<file path="src/rtl/multiplier_pkg.sv">
// Shared types and helpers for the Booth multiplier product path:
// conversion FSM states, 7-segment constants and the digit encoder.
package multiplier_pkg;

  typedef enum logic [1:0] {
    IDLE = 2'd0,
    CONV = 2'd1,
    DONE = 2'd2
  } conv_state_t;

  localparam logic [6:0] SEG_BLANK = 7'h7F;
  localparam logic [6:0] SEG_MINUS = 7'h3F;

  // Active-low {g,f,e,d,c,b,a}; non-decimal codes render blank.
  function automatic logic [6:0] seg7_encode(input logic [3:0] digit);
    logic [6:0] s;
    case (digit)
      4'd0:    s = 7'h40;
      4'd1:    s = 7'h79;
      4'd2:    s = 7'h24;
      4'd3:    s = 7'h30;
      4'd4:    s = 7'h19;
      4'd5:    s = 7'h12;
      4'd6:    s = 7'h02;
      4'd7:    s = 7'h78;
      4'd8:    s = 7'h00;
      4'd9:    s = 7'h10;
      default: s = SEG_BLANK;
    endcase
    return s;
  endfunction

endpackage

</file>
<file path="src/rtl/seven_seg_decoder.sv">
// Combinational BCD nibble to active-low 7-segment pattern, with a blank override
// used for leading-zero suppression.
module seven_seg_decoder
  import multiplier_pkg::*;
(
  input  logic [3:0] digit,
  input  logic       blank,
  output logic [6:0] seg
);

  assign seg = blank ? SEG_BLANK : seg7_encode(digit);

endmodule

</file>
<file path="src/rtl/product_display_driver.sv">
// Converts the multiplier's signed 8-bit product to sign + 3 BCD digits with a
// sequential double-dabble engine and scans them onto a 4-digit 7-segment display.
module product_display_driver
  import multiplier_pkg::*;
#(
  parameter int REFRESH_DIV = 50000
) (
  input  logic              clk,
  input  logic              rst,
  input  logic              start,
  input  logic signed [7:0] prod,
  output logic              busy,
  output logic              bcd_valid,
  output logic [6:0]        seg,
  output logic [3:0]        an
);

  localparam int PW = (REFRESH_DIV > 2) ? $clog2(REFRESH_DIV) : 1;
  localparam logic [PW-1:0] PRESC_LAST = PW'(REFRESH_DIV - 1);

  // |v| computed at 9 bits so that -128 yields 128 without overflow.
  function automatic logic [7:0] abs_mag(input logic signed [7:0] v);
    logic signed [8:0] w;
    w = {v[7], v};
    if (v[7]) w = -w;
    return w[7:0];
  endfunction

  function automatic logic [11:0] dabble_adjust(input logic [11:0] b);
    logic [11:0] r;
    r = b;
    for (int i = 0; i < 3; i++) begin
      if (r[i*4 +: 4] >= 4'd5) r[i*4 +: 4] = r[i*4 +: 4] + 4'd3;
    end
    return r;
  endfunction

  conv_state_t state;
  logic [2:0]  bit_cnt;
  logic [7:0]  mag;
  logic [11:0] scratch;
  logic        conv_sign;

  logic [3:0]  disp_units;
  logic [3:0]  disp_tens;
  logic [3:0]  disp_hund;
  logic        disp_sign;

  logic [PW-1:0] presc;
  logic [1:0]    idx;

  logic [11:0] scratch_adj;
  logic [19:0] shift_next;

  assign scratch_adj = dabble_adjust(scratch);
  assign shift_next  = {scratch_adj, mag} << 1;
  assign busy        = (state != IDLE);

  // Conversion FSM; scratch/magnitude are pure data and carry no reset.
  always_ff @(posedge clk) begin
    if (rst) begin
      state      <= IDLE;
      bit_cnt    <= 3'd0;
      bcd_valid  <= 1'b0;
      disp_units <= 4'd0;
      disp_tens  <= 4'd0;
      disp_hund  <= 4'd0;
      disp_sign  <= 1'b0;
    end else begin
      case (state)
        IDLE: begin
          if (start) begin
            state   <= CONV;
            bit_cnt <= 3'd0;
          end
        end
        CONV: begin
          bit_cnt <= bit_cnt + 3'd1;
          if (bit_cnt == 3'd7) state <= DONE;
        end
        DONE: begin
          disp_units <= scratch[3:0];
          disp_tens  <= scratch[7:4];
          disp_hund  <= scratch[11:8];
          disp_sign  <= conv_sign;
          bcd_valid  <= 1'b1;
          state      <= IDLE;
        end
        default: state <= IDLE;
      endcase
    end
  end

  always_ff @(posedge clk) begin
    if (state == IDLE && start) begin
      conv_sign <= prod[7];
      mag       <= abs_mag(prod);
      scratch   <= 12'd0;
    end else if (state == CONV) begin
      scratch <= shift_next[19:8];
      mag     <= shift_next[7:0];
    end
  end

  // Scan slot selection: digit and leading-zero blanking for the current index.
  logic [3:0] slot_digit;
  logic       slot_blank;
  logic [6:0] dec_seg;
  logic       show_minus;
  logic [6:0] seg_next;
  logic [3:0] an_next;

  assign show_minus = disp_sign && ((disp_units | disp_tens | disp_hund) != 4'd0);

  always_comb begin
    slot_digit = 4'd0;
    slot_blank = 1'b1;
    case (idx)
      2'd0: begin
        slot_digit = disp_units;
        slot_blank = 1'b0;
      end
      2'd1: begin
        slot_digit = disp_tens;
        slot_blank = (disp_hund == 4'd0) && (disp_tens == 4'd0);
      end
      2'd2: begin
        slot_digit = disp_hund;
        slot_blank = (disp_hund == 4'd0);
      end
      default: begin
        slot_digit = 4'd0;
        slot_blank = 1'b1;
      end
    endcase
  end

  seven_seg_decoder u_dec (
    .digit (slot_digit),
    .blank (slot_blank),
    .seg   (dec_seg)
  );

  assign seg_next = (idx == 2'd3) ? (show_minus ? SEG_MINUS : SEG_BLANK) : dec_seg;
  assign an_next  = ~(4'b0001 << idx);

  // Scan output stage: an/seg latch the current slot on each prescaler wrap.
  always_ff @(posedge clk) begin
    if (rst) begin
      presc <= '0;
      idx   <= 2'd0;
      an    <= 4'b1111;
      seg   <= SEG_BLANK;
    end else if (presc == PRESC_LAST) begin
      presc <= '0;
      idx   <= idx + 2'd1;
      an    <= an_next;
      seg   <= seg_next;
    end else begin
      presc <= presc + PW'(1);
    end
  end

endmodule
</file>
<file path="config.mk">
export PLATFORM = sky130hd
export DESIGN_NAME = product_display_driver
export DESIGN_NICKNAME = d
export VERILOG_FILES = /design/src/rtl/multiplier_pkg.sv /design/src/rtl/seven_seg_decoder.sv /design/src/rtl/product_display_driver.sv
export SDC_FILE = /design/constraint.sdc
export NUM_CORES = 1
export LEC_CHECK = 0
export ABC_AREA = 1
export BUFFER_PORTS_ARGS = -buffer_cell sky130_fd_sc_hd__buf_2
export CAP_MARGIN = 40
export CORE_MARGIN = 2
export CORE_UTILIZATION = 40
export DETAILED_ROUTE_END_ITERATION = 10
export GPL_TIMING_DRIVEN = 0
export MAX_ROUTING_LAYER = met4
export PLACE_DENSITY = 0.6
export SLEW_MARGIN = 20
export SYNTH_ARGS = -nofsm -noshare
export SYNTH_HDL_FRONTEND = slang
export SYNTH_SLANG_ARGS = --single-unit
</file>
<file path="constraint.sdc">
create_clock -name clk -period 2.46 [get_ports clk]
set_input_delay 0.123 -clock clk [delete_from_list [all_inputs] [get_ports clk]]
set_output_delay 0.123 -clock clk [all_outputs]
set_load 0.03 [all_outputs]
</file>
==> flow_metrics.py, run 1 <==
metrics = {
    "status": {
        "status": "finished clean",
    },
    "cells_and_area": {
        "final_util": 0.4576,
        "drive_gt1_frac": 0.1225,
        "post-route-cell-area_um2": 3933,
        "area_delta_synth_final_pct": 12.05,
        "n_fill_cell": 907,
        "nNetsFinal": 532,
        "n_antenna_cell": 0,
        "finalNonFillerCells": 614,
    },
    "clock_network": {
        "insertion_delay_ps": 340,
        "postCtsSetupRepairBufs": 0,
        "clk_path_buf_depth": 2,
        "cts_sinks": 69,
        "hold_buffers": 0,
        "cts_tree": "yes",
        "htree_levels": 3,
        "cts_resized": 0,
        "cts_buffers": 9,
        "path_clk_slew_ps": 80,
        "ctsRootBufferMaster": "clkbuf_8",
    },
    "floorplanning": {
        "die_y_um": 97.67,
        "initial_core_util": 0.4084,
        "dieArea_um2": 9539,
        "die_w_um": 97.67,
        "io_pins": 24,
        "rows": 34,
        "core_area_um2": 8593,
    },
    "synthesis": {
        "synth_area_per_cell_um2": 7.499,
        "ys_types": 29,
        "synth_cells": 468,
        "synth_edf_count": 9,
        "synth_nets": 499,
        "synth-seq-cells": 69,
        "yosys_warnings": 0,
        "post_synth_main_area_contributors": "dfxtp_1 (34%), nand2_1 (8.6%), edfxtp_1 (7.7%), ha_1 (7.1%), inv_1 (7.1%)",
        "yosysMostFrequentCell": "nand2_1",
        "synth_top_cell_by_area": "dfxtp_1",
        "async_flop_share": 0,
        "syn-cell-area_um2": 3510,
        "yosysSeqAreaShare": 0.4193,
        "netlist.area_leader.share": 0.3422,
        "ys.flop_type": "dfxtp_1",
        "netlist_top_cells_count": "nand2_1 (80), inv_1 (66), dfxtp_1 (60)",
    },
    "detailed_routing": {
        "drcViolationCount": 0,
        "drtAntennaViolNets": 0,
        "finalWirelength_mm": 7.213,
        "avgViaCountPerCell": 4.858,
        "drtIter0Drc": 145,
        "wl_per_cell_um": 11.75,
        "via_count": 2983,
        "first_pass_iters": 4,
    },
    "sta": {
        "slew_headroom": 0.6618,
        "finalCritPeriodShare": 0.8761,
        "setup_viol": 0,
        "clock.fmax_mhz": 464.0,
        "tns_ps": 0,
        "rsz0062_at_grt": "false",
        "timing.hold.ws_ps": 67.88,
        "timing.final.crit_period_ps": 2155,
        "tightest_slew_ps": 507.3,
        "drv_slew": 0,
        "finalHoldViolations": 0,
        "clock_skew_ps": 9.213,
        "setup_ws_ps": 304.7,
    },
    "placed_design": {
        "placed_cell_area_um2": 3755,
        "hpwl_mm": 5.452,
        "port_buffers": 22,
        "post-place-ws_ps": 324.0,
        "gp_congestion": 0.8385,
        "dp.cells": 598,
    },
    "critical_path": {
        "cp-end-kind": "register",
        "r2r-start": "idx[0]$_SDFFE_PP0P_",
        "ff2ff_path_depth": 12,
        "worstPathArrival_ps": 2400,
        "required_ps": 2710,
        "critPathKind": "register to register",
        "r2r_end": "seg[3]$_SDFFE_PP1P_",
        "reg2reg_setup_slack_ps": 300,
        "worstSetupStartpointType": "register",
        "path_max_fanout": 6,
    },
    "pwr": {
        "ir_worst_vdd_v": 0.0003012,
        "power.density_nw_per_um2": 560.6,
        "leakagePower_nw": 1.675,
        "power_mw": 2.205,
    },
    "global_routing": {
        "grt_pass1_wl_mm": 12.45,
        "antenna_found_initial": 0,
        "grt_usage": 0.1631,
        "gr-total-overflow": 0,
        "grt_max_degree": 17,
        "grt_pass1_vias": 2745,
    },
    "min_path": {
        "holdPathEnd": "conv_sign$_DFFE_PP_",
        "min_path_type": "input pin to register",
        "holdCritStartpoint": "prod[7]",
        "worstHoldPathCells": 1,
    },
    "flow_run": {
        "drv_cap": 0,
    },
}
## power breakdown
part	internal, mW	switching (mW)
logic	0.0537	0.104
registers	1.18	0.0246
clock network	0.416	0.422
## how the worst max path moves through the flow
stage	depth (start not counted)	from	end
2_1_floorplan	12	idx[0]$_SDFFE_PP0P_	seg[3]$_SDFFE_PP1P_
3_3_place_gp	12	idx[0]$_SDFFE_PP0P_	seg[3]$_SDFFE_PP1P_
3_5_place_dp	12	idx[0]$_SDFFE_PP0P_	seg[3]$_SDFFE_PP1P_
4_1_cts	12	idx[0]$_SDFFE_PP0P_	seg[3]$_SDFFE_PP1P_
5_1_grt	12	idx[0]$_SDFFE_PP0P_	seg[3]$_SDFFE_PP1P_
6_report	12	idx[0]$_SDFFE_PP0P_	seg[3]$_SDFFE_PP1P_
## critical path, cell delays in order, from the launching register on
cell and delay, ps:
dfxtp_1 400, inv_1 110, ha_1 290, nand2_1 100
nand3_1 80, nand2_1 190, inv_1 100, ha_1 280
nand3b_1 200, nand3_1 120, nand3_1 80, nand2_1 70
inv_1 30
## final cells by class
type | instances | area, µm² | area share
multi-input cells | 322 | 1730 | 0.4400
flip-flops and latches | 69 | 1471 | 0.3742
inverters | 68 | 255.2 | 0.06491
clock buffers | 12 | 155.1 | 0.03945
well taps | 108 | 135.1 | 0.03436
repair buffers | 22 | 110.1 | 0.02800
plain buffers | 9 | 52.55 | 0.01336
clock inverters | 4 | 22.52 | 0.005727
## flip-flops by register name (all words and copies together) (netlist names)
signal / count
disp_hund: 4
conv_sign: 1
disp_tens: 4
seg: 7
scratch: 12
mag: 8
presc: 16
disp_sign: 1
state: 2
disp_units: 4
idx: 2
bcd_valid: 1
an: 4
bit_cnt: 3
## cell families (layout without fill, tap and decap cells)
logic type,Yosys count,in the layout,share of synthesized area
compound gates,92,92,0.1326
xor+xnor,11,11,0.02745
fa+ha+maj,20,20,0.07130
buf+inv,77,115,0.08770
flops,69,69,0.4193
simple gates,199,199,0.2617
## layout by cell type (no fill, tap or decap), types with 2 or more instances in the layout
master    count
buf_6         2
nor2_1       47
xnor2_1       2
dfxtp_1      60
clkbuf_8     11
nand2_1      80
clkbuf_1      5
a31oi_1       2
nand2_2       3
nor2_4        4
clkinv_2      3
buf_2        25
nor2_2        3
edfxtp_1      9
nand3_1      38
nor3_1        5
nand4_1       6
xor2_1        9
nand3b_1      4
inv_1        66
ha_1         20
a21oi_1      40
o21ai_0      48
inv_2         2
or2_2         5
## metal layers
layer	wire (µm)	track usage	vias to the layer above
met3	300	0.03885	11
met2	3341	0.2599	55
met4	129	0.05876	0
li1	-	-	1589
met5	0	-	-
met1	3442	0.2025	1328
Note: power is estimated with default switching activity, not from simulation.
==> run 2: changes to the inputs <==
BUFFER_PORTS_ARGS = -buffer_cell sky130_fd_sc_hd__buf_4   (was -buffer_cell sky130_fd_sc_hd__buf_2)
==> run 2 against run 1 <==
  * Clock skew rose by 2.5 ps
  * Critical endpoint unchanged
  * Critical path depth did not move
  * Register-to-register slack barely moved
  * Global-route usage barely moved
  * Largest cell class unchanged
  * Largest power group unchanged
  * Flip-flop and latch count did not move
  * Highest routed layer unchanged
==> flow_metrics.py, run 2 (same netlist as run 1, synthesis figures left out) <==
metrics = {
    "detailed_routing": {
        "via_count": 3024,
        "wl_per_cell_um": 11.77,
        "drtAntennaViolNets": 0,
        "finalWirelength_mm": 7.228,
        "drcViolationCount": 0,
        "avgViaCountPerCell": 4.925,
        "met1_length_mm": 3.395,
        "drtIter0Drc": 98,
        "dr_wl_met3_um": 276,
        "dr.max_layer_used": "met4",
        "first_pass_iters": 4,
        "dr_wl_met2_mm": 3.403,
    },
    "sta": {
        "tightest_slew_ps": 523.0,
        "slew_headroom": 0.6513,
        "finalHoldViolations": 0,
        "tns_ps": 0,
        "setup_ws_ps": 316.2,
        "clock.fmax_mhz": 466.5,
        "timing.final.crit_period_ps": 2144,
        "rsz0062_at_grt": "false",
        "clock_skew_ps": 11.76,
        "drv_slew": 0,
        "finalCritPeriodShare": 0.8715,
        "setup_viol": 0,
    },
    "clock_network": {
        "clk_path_buf_depth": 2,
        "hold_buffers": 0,
        "cts_tree": "yes",
        "htree_levels": 3,
        "postCtsSetupRepairBufs": 0,
        "insertion_delay_ps": 360,
        "cts_sinks": 69,
        "cts_buffers": 9,
        "cts_resized": 0,
        "ctsRootBufferMaster": "clkbuf_8",
        "path_clk_slew_ps": 90,
    },
    "critical_path": {
        "critPathKind": "register to register",
        "cp_slowest_cell": "dfxtp_1",
        "path_max_fanout": 6,
        "cpPeakStageDelay_ps": 410,
        "cp-end-kind": "register",
        "required_ps": 2730,
        "worstSetupStartpointType": "register",
        "worstPathArrival_ps": 2410,
        "cp_cell_sequence": "inv_1, ha_1, nand2_1, nand3_1, nand2_1, inv_1, ha_1, nand3b_1, nand3_1, nand3_1, nand2_1, inv_1",
    },
    "floorplanning": {
        "initial_core_util": 0.4084,
        "core_area_um2": 8593,
        "dieArea_um2": 9539,
        "die_y_um": 97.67,
        "rows": 34,
        "io_pins": 24,
        "die_w_um": 97.67,
    },
    "cells_and_area": {
        "mostFrequentLayoutCell": "nand2_1",
        "final_cell_mix": "nand2_1 (80), inv_1 (66), dfxtp_1 (60), o21ai_0 (48), nor2_1 (47)",
        "reg_top3": "presc: 16 flops, scratch: 12 flops, mag: 8 flops",
        "final_util": 0.4687,
        "n_antenna_cell": 0,
        "n_fill_cell": 872,
        "area_delta_synth_final_pct": 14.76,
        "post-route-cell-area_um2": 4028,
        "top_register": "presc",
        "largest_reg_flops": 16,
        "nNetsFinal": 532,
        "drive_gt1_frac": 0.1245,
    },
    "placed_design": {
        "gp_congestion": 0.8669,
        "placed_cell_area_um2": 3810,
        "port_buffers": 22,
        "post-place-ws_ps": 322.0,
        "hpwl_mm": 5.462,
    },
    "pwr": {
        "power_mw": 2.385,
        "power.density_nw_per_um2": 592.2,
        "ir_worst_vdd_v": 0.0003738,
        "leakagePower_nw": 1.727,
    },
    "min_path": {
        "min_path_type": "input pin to register",
    },
    "status": {
        "status": "finished clean",
    },
    "flow_run": {
        "drv_cap": 0,
    },
    "global_routing": {
        "grt_max_degree": 17,
        "antenna_found_initial": 0,
        "grt_usage": 0.1633,
        "grt_pass1_wl_mm": 12.52,
        "grt_pass1_vias": 2778,
        "gr-total-overflow": 0,
    },
}
==> run 2: cell types whose count changed in the layout (fill, tap and decap cells not counted) <==
cell	previous run	this run
inv_4	0	1
bufinv_16	0	1
clkinv_4	0	1
buf_2	25	3
clkbuf_16	0	1
clkbuf_1	5	4
clkinv_2	3	2
clkbuf_8	11	10
buf_4	0	22
clkinvlp_4	1	0
==> run 2: path summary, 6_finish.rpt <==
check | to | start | slack, ps | cells past startpoint
setup / recovery | seg[3]$_SDFFE_PP1P_ | idx[0]$_SDFFE_PP0P_ | 320 | 12
hold / removal | conv_sign$_DFFE_PP_ | prod[7] | 20 | 1
hold reg to reg | presc[13]$_SDFF_PP0_ | presc[13]$_SDFF_PP0_ | 460 | 2
setup reg to reg | seg[3]$_SDFFE_PP1P_ | idx[0]$_SDFFE_PP0P_ | 320 | 12
==> run 2: layout make-up <==
class,count,area (µm²),share of cell area
buffer,9,52.55,0.01305
clock buffer,11,162.7,0.04039
clock inverter,5,55.05,0.01367
inverter,68,255.2,0.06337
multi-input combinational,322,1730,0.4296
sequential,69,1471,0.3653
tap,108,135.1,0.03355
timing repair buffer,22,165.2,0.04101
==> run 2: layer usage <==
metal,vias up,GRT usage
li1,1586,-
met1,1361,0.1940
met2,61,0.2631
met3,16,0.04029
met4,0,0.07158
met5,-,-
==> run 2: power by group <==
group	switching [mW]	total, mW	internal (mW)
sequential	0.0250	1.21	1.18
clock	0.459	1.02	0.556
combinational	0.103	0.161	0.0583
total	0.586	2.39	1.80
==> run 2: per-stage QoR <==
step,instances,hold slack [ps]
3_5_place_dp,598,376.2
6_report,614,20.51
3_3_place_gp,598,371.0
5_1_grt,614,11.50
4_1_cts,614,2.129
2_1_floorplan,468,221.9
==> run 2: worst max-delay path: cells and delay by family (launching register included) <==
family	cells	cell delay, ps
fa+ha+maj	2	580
buf+inv	3	230
flops	1	410
simple gates	7	810
==> run 3: changes to the inputs <==
--- a/config.mk
+++ b/config.mk
@@ -15,3 +15,3 @@
 export MAX_ROUTING_LAYER = met4
-export PLACE_DENSITY = 0.6
+export PLACE_DENSITY = 0.62
 export SLEW_MARGIN = 20
==> constraint.sdc (replaced) <==
create_clock -name clk -period 1.9 [get_ports clk]
set_input_delay 0.095 -clock clk [delete_from_list [all_inputs] [get_ports clk]]
set_output_delay 0.095 -clock clk [all_outputs]
set_load 0.1 [all_outputs]
==> run 3 against run 2 <==
  * Final area increased by 2.1%
  * Final cell count increased by 0.65%
  * Clock skew decreased by 3.2 ps
  * Global-route usage decreased by 0.19 points
  * Flip-flop and latch count unchanged
  * Combinational power increased by 35%
  * Worst setup slack got worse by 180 ps
  * Critical path depth unchanged
  * Critical path type unchanged
  * Highest routed layer unchanged
==> flow_metrics.py, run 3 (same netlist as run 1, synthesis figures left out) <==
metrics = {
    "clock_network": {
        "path_clk_slew_ps": 80,
        "htree_levels": 3,
        "clk_path_buf_depth": 2,
        "insertion_delay_ps": 350,
        "ctsRootBufferMaster": "clkbuf_8",
        "cts_tree": "yes",
        "cts_buffers": 9,
        "cts_sinks": 69,
    },
    "detailed_routing": {
        "via_count": 2961,
        "first_pass_iters": 4,
        "wl_per_cell_um": 11.42,
        "drcViolationCount": 0,
        "drtIter0Drc": 108,
        "drtAntennaViolNets": 0,
        "finalWirelength_mm": 7.055,
        "avgViaCountPerCell": 4.791,
    },
    "sta": {
        "slew_headroom": 0.6446,
        "timing.final.crit_period_ps": 1767,
        "clock_skew_ps": 8.574,
        "finalHoldViolations": 0,
        "clock.fmax_mhz": 566.0,
        "setup_viol": 0,
        "drv_slew": 0,
        "setup_ws_ps": 133.2,
        "timing.hold.ws_ps": 77.75,
        "tightest_slew_ps": 533.0,
        "finalCritPeriodShare": 0.9299,
    },
    "min_path": {
        "min_path_type": "input pin to register",
    },
    "global_routing": {
        "grt_pass1_vias": 2773,
        "grtUsageMet3": 0.04173,
        "grt_max_degree": 17,
        "antenna_found_initial": 0,
        "grt_util_met2": 0.2573,
        "grt_usage": 0.1614,
        "grt_pass1_wl_mm": 12.44,
        "grt_busiest_layer": "met2",
        "gr-total-overflow": 0,
        "grt_use_met1": 0.2052,
    },
    "cells_and_area": {
        "drive_gt1_frac": 0.1569,
        "final_cell_mix": "nand2_1 (76), inv_1 (64), dfxtp_1 (58), o21ai_0 (48), nor2_1 (47)",
        "reg_top3": "presc: 16 flops, scratch: 12 flops, mag: 8 flops",
        "finalNonFillerCells": 618,
        "largest_reg_flops": 16,
        "n_fill_cell": 876,
        "post-route-cell-area_um2": 4110,
        "area_delta_synth_final_pct": 17.11,
        "top_register": "presc",
        "mostFrequentLayoutCell": "nand2_1",
        "final_util": 0.4783,
        "nNetsFinal": 536,
        "n_antenna_cell": 0,
    },
    "placed_design": {
        "placed_cell_area_um2": 3810,
        "hpwl_mm": 5.313,
        "dp.cells": 598,
        "gp_congestion": 0.8324,
        "port_buffers": 22,
        "post-place-ws_ps": -210.3,
    },
    "critical_path": {
        "required_ps": 2150,
        "worstSetupStartpointType": "register",
        "path_max_fanout": 5,
        "cp-end-kind": "register",
        "critPathKind": "register to register",
        "worstPathArrival_ps": 2020,
    },
    "flow_run": {
        "drv_cap": 0,
    },
    "pwr": {
        "ir_worst_vdd_v": 0.0004625,
        "power.density_nw_per_um2": 711.3,
        "leakagePower_nw": 1.753,
    },
    "floorplanning": {
        "die_w_um": 97.67,
        "dieArea_um2": 9539,
        "die_y_um": 97.67,
        "initial_core_util": 0.4084,
        "rows": 34,
        "io_pins": 24,
        "core_area_um2": 8593,
    },
    "status": {
        "status": "finished clean",
    },
}
==> run 3: path summary, 6_finish.rpt <==
| path | startpoint | to | slack (ps) | cells after the start |
|---|---|---|---|---|
| hold / removal | prod[0] | mag[0]$_SDFFCE_PN0P_ | 80 | 3 |
| hold reg to reg | bit_cnt[0]$_SDFFE_PP0P_ | bit_cnt[0]$_SDFFE_PP0P_ | 460 | 1 |
| setup / recovery | idx[0]$_SDFFE_PP0P_ | seg[3]$_SDFFE_PP1P_ | 130 | 12 |
| setup reg to reg | idx[0]$_SDFFE_PP0P_ | seg[3]$_SDFFE_PP1P_ | 130 | 12 |
==> run 3: metrics by stage <==
step           TNS (ps)  power (mW)
3_5_place_dp     -632.6       1.817
5_1_grt          -9.058       3.068
4_1_cts               0       2.974
6_report              0       2.924
3_3_place_gp     -397.1       1.810
2_1_floorplan         0       1.743
==> run 3: layout make-up <==
type / count / area (µm²) / share of cell area
Buffer: 9 / 55.05 / 0.01339
Tap cell: 108 / 135.1 / 0.03288
Inverter: 68 / 260.3 / 0.06332
Sequential cell: 69 / 1479 / 0.3598
Clock inverter: 6 / 43.79 / 0.01065
Multi-Input combinational cell: 322 / 1790 / 0.4356
Clock buffer: 10 / 148.9 / 0.03623
Timing Repair Buffer: 26 / 197.7 / 0.04810
==> run 3: worst max-delay path, cell delays in order (launching register included) <==
cell and delay (ps):
dfxtp_4 390, inv_4 60, ha_4 180, nand2_1 80
nand3_2 90, nand2_2 80, inv_1 50, ha_1 280
nand3b_1 180, nand3_1 100, nand3_1 80, nand2_1 80
inv_1 30
==> run 3: where the power goes <==
group / switching (mW) / internal, mW
Sequential: 0.0306 / 1.53
Combinational: 0.141 / 0.0769
Clock: 0.588 / 0.557
Total: 0.760 / 2.16
==> run 3: timing repair <==
item | in CTS | in global routing
pin swaps | 1 | 5
resized for setup | 5 | 18
setup endpoints to repair | 6 | 7
gates cloned | 0 | 0
hold buffers | 1 | 0
hold endpoints to repair | 1 | 0
buffers inserted | 1 | 2
==> run 3: metal layers <==
metal / share of wire / wire length (µm)
met3: 0.035 / 248
met2: 0.46 / 3213
met4: 0.0089 / 63
met5: 0 / 0
met1: 0.50 / 3530
